### config.mk
export PLATFORM = sky130hd
export DESIGN_NAME = if_fetch_stage
export DESIGN_NICKNAME = d
export VERILOG_FILES = /design/src/rtl/if_fetch_stage_pkg.sv /design/src/rtl/if_fetch_stage_buf.sv /design/src/rtl/if_fetch_stage.sv
export SDC_FILE = /design/constraint.sdc
export NUM_CORES = 1
export LEC_CHECK = 0
export ABC_AREA = 1
export CAP_MARGIN = 20
export CORE_MARGIN = 2
export CORE_UTILIZATION = 50
export CTS_BUF_LIST = sky130_fd_sc_hd__clkbuf_4 sky130_fd_sc_hd__clkbuf_8 sky130_fd_sc_hd__clkbuf_16
export DETAILED_ROUTE_END_ITERATION = 7
export HOLD_SLACK_MARGIN = 0.06
export PLACE_DENSITY = 0.84
export SLEW_MARGIN = 30
export SYNTH_ARGS = -nofsm -noshare
export SYNTH_HDL_FRONTEND = slang
export SYNTH_HIERARCHICAL = 1
export SYNTH_SLANG_ARGS = --single-unit
### constraint.sdc
create_clock -name clk -period 13.4 [get_ports clk]
set_input_delay 2.68 -clock clk [delete_from_list [all_inputs] [get_ports clk]]
set_output_delay 2.68 -clock clk [all_outputs]
set_load 0.03 [all_outputs]
### src/rtl/if_fetch_stage_pkg.sv
// Shared types and constants for the instruction-fetch stage.
package if_fetch_stage_pkg;

  localparam logic [31:0] START_POINT = 32'h8000_0000;

  typedef enum logic {
    IF_REQ,
    IF_WAIT
  } if_state_e;

  typedef struct packed {
    logic [31:0] pc;
    logic [31:0] inst;
    logic        adel;
  } if_entry_t;

  function automatic logic is_misaligned(input logic [31:0] addr);
    return addr[1:0] != 2'b00;
  endfunction

endpackage

### src/rtl/if_fetch_stage_buf.sv
// Two-entry FIFO of fetched {pc, inst, adel}; head is presented to decode.
module if_buf2
  import if_fetch_stage_pkg::*;
(
  input  logic      clk,
  input  logic      rst,
  input  logic      flush,
  input  logic      push,
  input  logic      pop,
  input  if_entry_t din,
  output if_entry_t head,
  output logic [1:0] count
);

  if_entry_t e0, e1;
  logic      do_push, do_pop;

  assign do_pop  = pop && (count != 2'd0);
  assign do_push = push && ((count != 2'd2) || do_pop);
  assign head    = e0;

  always_ff @(posedge clk or posedge rst) begin
    if (rst) begin
      count <= '0;
      e0    <= '0;
      e1    <= '0;
    end else if (flush) begin
      count <= '0;
    end else begin
      unique case ({do_push, do_pop})
        2'b10: begin
          if (count == 2'd0) e0 <= din;
          else               e1 <= din;
          count <= count + 2'd1;
        end
        2'b01: begin
          e0    <= e1;
          count <= count - 2'd1;
        end
        2'b11: begin
          // Simultaneous push/pop keeps occupancy; the new word lands behind the survivor.
          if (count == 2'd1) begin
            e0 <= din;
          end else begin
            e0 <= e1;
            e1 <= din;
          end
        end
        default: ;
      endcase
    end
  end

endmodule

### src/rtl/if_fetch_stage.sv
// Instruction-fetch stage: issues fetches on an addr_ok/data_ok bus, buffers words,
// and drives the PC register update (sequential or redirect).
module if_fetch_stage
  import if_fetch_stage_pkg::*;
#(
  parameter int unsigned BUF_DEPTH = 2,
  parameter logic [31:0] RESET_PC  = START_POINT
) (
  input  logic        clk,
  input  logic        rst,
  input  logic [31:0] pc,
  input  logic [31:0] npc,
  output logic [31:0] pc_in,
  output logic        pc_we,
  input  logic        br_taken,
  input  logic [31:0] br_target,
  output logic        inst_req,
  output logic [31:0] inst_addr,
  input  logic        inst_addr_ok,
  input  logic        inst_data_ok,
  input  logic [31:0] inst_rdata,
  input  logic        id_allowin,
  output logic        id_valid,
  output logic [31:0] id_pc,
  output logic [31:0] id_inst,
  output logic        id_adel
);

  if_state_e   state, state_next;
  logic        cancel, cancel_next;
  logic        stall, stall_next;
  logic [31:0] inflight_pc;
  logic        capture;
  logic        req, we;
  logic [31:0] pc_sel;
  logic        push, pop, free;
  if_entry_t   push_entry, head;
  logic [1:0]  count;

  assign free = count < 2'(BUF_DEPTH);
  assign pop  = id_valid && id_allowin;

  always_comb begin
    state_next  = state;
    cancel_next = cancel;
    stall_next  = stall;
    req         = 1'b0;
    we          = 1'b0;
    pc_sel      = npc;
    push        = 1'b0;
    push_entry  = '0;
    capture     = 1'b0;

    unique case (state)
      IF_REQ: begin
        if (br_taken) begin
          // A request accepted alongside a redirect is still outstanding on the bus.
          if (inst_addr_ok) begin
            state_next  = IF_WAIT;
            cancel_next = 1'b1;
            capture     = 1'b1;
          end
        end else if (is_misaligned(pc)) begin
          if (!stall && free) begin
            push       = 1'b1;
            push_entry = '{pc: pc, inst: '0, adel: 1'b1};
            we         = 1'b1;
            stall_next = 1'b1;
          end
        end else if (free) begin
          req = 1'b1;
          if (inst_addr_ok) begin
            we         = 1'b1;
            capture    = 1'b1;
            state_next = IF_WAIT;
          end
        end
      end
      IF_WAIT: begin
        if (inst_data_ok) begin
          state_next  = IF_REQ;
          cancel_next = 1'b0;
          if (!cancel && !br_taken) begin
            push       = 1'b1;
            push_entry = '{pc: inflight_pc, inst: inst_rdata, adel: 1'b0};
          end
        end else if (br_taken) begin
          cancel_next = 1'b1;
        end
      end
      default: state_next = IF_REQ;
    endcase

    if (br_taken) begin
      we         = 1'b1;
      pc_sel     = br_target;
      stall_next = 1'b0;
    end
  end

  always_ff @(posedge clk or posedge rst) begin
    if (rst) begin
      state       <= IF_REQ;
      cancel      <= 1'b0;
      stall       <= 1'b0;
      inflight_pc <= '0;
    end else begin
      state  <= state_next;
      cancel <= cancel_next;
      stall  <= stall_next;
      if (capture) inflight_pc <= pc;
    end
  end

  if_buf2 u_buf (
    .clk   (clk),
    .rst   (rst),
    .flush (br_taken),
    .push  (push),
    .pop   (pop),
    .din   (push_entry),
    .head  (head),
    .count (count)
  );

  assign inst_req  = req && !rst;
  assign inst_addr = inst_req ? pc : '0;
  assign pc_we     = we && !rst;
  assign pc_in     = rst ? RESET_PC : pc_sel;
  assign id_valid  = count != 2'd0;
  assign id_pc     = head.pc;
  assign id_inst   = head.inst;
  assign id_adel   = head.adel;

endmodule

==> flow_summary.toml <==
[setup_path]
cp-end-kind = "output port"
rr_worst_depth = 10
worstSetupPathType = "primary input to output port"
critPathMaxFanout = 67
crit_required_ns = 10.72
cp.arrival_ns = 4.97
start_kind = "primary input"

[synth]
synthTopCellsByArea = "dfrtp_1 46%, nand2_1 22%, nand3_1 11%"
synth_compound_area_frac = 0.03885
synth_area_per_cell_um2 = 6.976
synth_common_cells = "543 x nand2_1, 203 x nand3_1, 167 x dfrtp_1"
synth_cell_types = 23
async_flop_share = 1.000
ys_warn_count = 6
synth_edf_count = 0
synthMostInstantiatedCell = "nand2_1"
ys_seq_area_frac = 0.4601
ys_seq_elements = 167
yosys.area_share.simple = 0.4027
synth_top_family_by_area = "simple AND/OR/NAND/NOR gates"
synth_xor_area_frac = 0
yosysTopAreaCellShare = 0.4601
synth_cells = 1302
post_synth_mux_area_share = 0
synthesis.area_um2 = 9082
synth_flop_cell = "dfrtp_1"
synth_area_leader_cell = "dfrtp_1"
synth-adder-area-share = 0.004133

[place]
globalplace.congestion = 0.8262
dp_hpwl_mm = 17.94
placed_cell_area_um2 = 11600
port_buffers = 263
dp_slack_ns = 5.750
dpl.cell_count = 1716

[timing]
finalCritPeriodShare = 0.5713
max_slew_margin = 0.4091
finalSetupTns_ns = 0
slew_viol_final = 0
fmaxAchievable_ghz = 0.1306
finClkSkew_ns = 0.01105
hold_viol = 0
setup_viol = 0
setup_slack_ns = 5.745
whs_ns = 0.4680
rsz0062_at_grt = "no"
period_needed_ns = 7.655
max_slew.worst_pin.slew_ns = 0.8833

[clocking]
cts_hold_buffers = 0
root_buffer = "clkbuf_16"
postCtsSetupBuffers = 0
cts_max_path_buffers = 2
cts_resized = 0
cts_tree = "yes"
clock_sinks = 167
worstSkewPairLatency_ns = 0.43
clk_pin_slew_ns = 0.06
h-tree-depth = 4
cts_made_buffers = 17

[routing]
ant_nets = 0
firstDrtPassIters = 7
drc = 0
via_per_inst = 5.195
via_count = 9065
wl_mm = 26.84
wl_met3_mm = 2.047
drtIter0Drc = 851
dr_wl_met2_mm = 12.68
wire_per_inst_um = 15.38
top_layer = "met4"
wl_met1_mm = 11.16

[grt]
grt_pass1_wl_mm = 42.99
grt_use_total = 0.2755
antenna_found_initial = 0
grt_pass1_vias = 8495
grt_start_max_net_pins = 77
grt_overflow = 0

[power]
pwr_density_cell_nw_per_um2 = 153.8
switchingPower_mw = 0.7124
seqPwrFrac = 0.380
finalPower_mw = 1.873
p_leak_nw = 6.390
power_frac_comb = 0.361
p_int_mw = 1.161
power.share.clock = 0.259
ir_worst_vdd_v = 0.0001110
switching_share = 0.3803

[cells_and_area]
fin_util = 0.6805
nets = 1643
layout-drive-gt1-share = 0.05409
num_antenna_cells = 0
syn2layout_area_growth_pct = 34.14
final_area_um2 = 12180
fin_cells = 1745

[floorplan]
fp-row-count = 49
coreArea_um2 = 17900
ios = 266
initial_utilization = 0.5073
fp.dieH_um = 138.8
die_area_um2 = 19260
die-width_um = 138.8

[worst_hold_path]
min_delay_path_depth = 2
hold_path.class = "register to register"

[run_status]
status = "complete, no violations"

[job]
maxCapViolCount = 0
sequential cells by signal, indices dropped and copies added, names as in the netlist:
name	cells
u_buf/count	2
stall	1
cancel	1
u_buf/head	65
u_buf/e1	65
inflight_pc	32
state	1
kinds of logic after synthesis:
| family | after synthesis |
|---|---|
| AO/OA/AOI/OAI | 70 |
| AND/OR/NAND/NOR | 884 |
| flip-flops | 167 |
| buffers and inverters | 177 |
| adder cells (fa/ha/maj) | 3 |
| other | 1 |
routing by layer:
metal,up-vias,track usage
met5,-,0
met1,4167,0.3586
met2,398,0.4457
met4,0,0.1207
met3,48,0.06112
li1,4452,-
power groups by stage:
stage	Clock (mW)	Combinational (mW)	Sequential (mW)
6_report	0.486	0.676	0.712
3_5_place_dp	0	0.674	0.718
2_1_floorplan	0	0.331	0.809
5_1_grt	0.513	0.735	0.726
4_1_cts	0.493	0.677	0.711
3_3_place_gp	0	0.664	0.711
layout make-up:
| class | count | area, um2 |
|---|---|---|
| clock buffer | 22 | 481.7 |
| clock inverter | 7 | 95.09 |
| fill | 1523 | 5719 |
| inverter | 86 | 332.8 |
| multi-input combinational | 959 | 4081 |
| sequential | 167 | 4179 |
| tap | 229 | 286.5 |
| timing repair buffer | 275 | 2726 |
worst max-delay path, stage by stage:
cell	delay (ns)
clkdlybuf4s50_1	0.51
inv_2	0.10
buf_4	0.57
o21ai_0	0.24
nor2_1	0.16
clkdlybuf4s50_1	0.68
worst paths after layout:
| check | slack (ns) | startpoint | endpoint |
|---|---|---|---|
| worst max-delay path | 5.75 | rst | pc_in[5] |
| worst min-delay path | 0.47 | u_buf/head[1]$_DFFE_PP0P_ | u_buf/head[1]$_DFFE_PP0P_ |
| worst max register to register | 9.27 | cancel$_DFFE_PP0P_ | u_buf/e1[42]$_DFFE_PP0P_ |
| worst min register to register | 0.47 | u_buf/head[1]$_DFFE_PP0P_ | u_buf/head[1]$_DFFE_PP0P_ |
| max in group asynchronous | 9.55 | rst | u_buf/e1[0]$_DFFE_PP0P_ |
| min in group asynchronous | 2.76 | rst | u_buf/head[35]$_DFFE_PP0P_ |
cells in the final DEF, fill, tap and decap left out, types with 5 or more instances in the layout:
master	instances
inv_2	5
clkdlybuf4s50_1	263
nand2_2	7
nor2_1	107
o21ai_0	40
nor2_2	21
clkbuf_16	17
buf_4	11
nand2_1	539
o21ai_1	27
nand3_1	203
inv_1	78
dfrtp_1	167
Power figures use the tool's default switching activity.
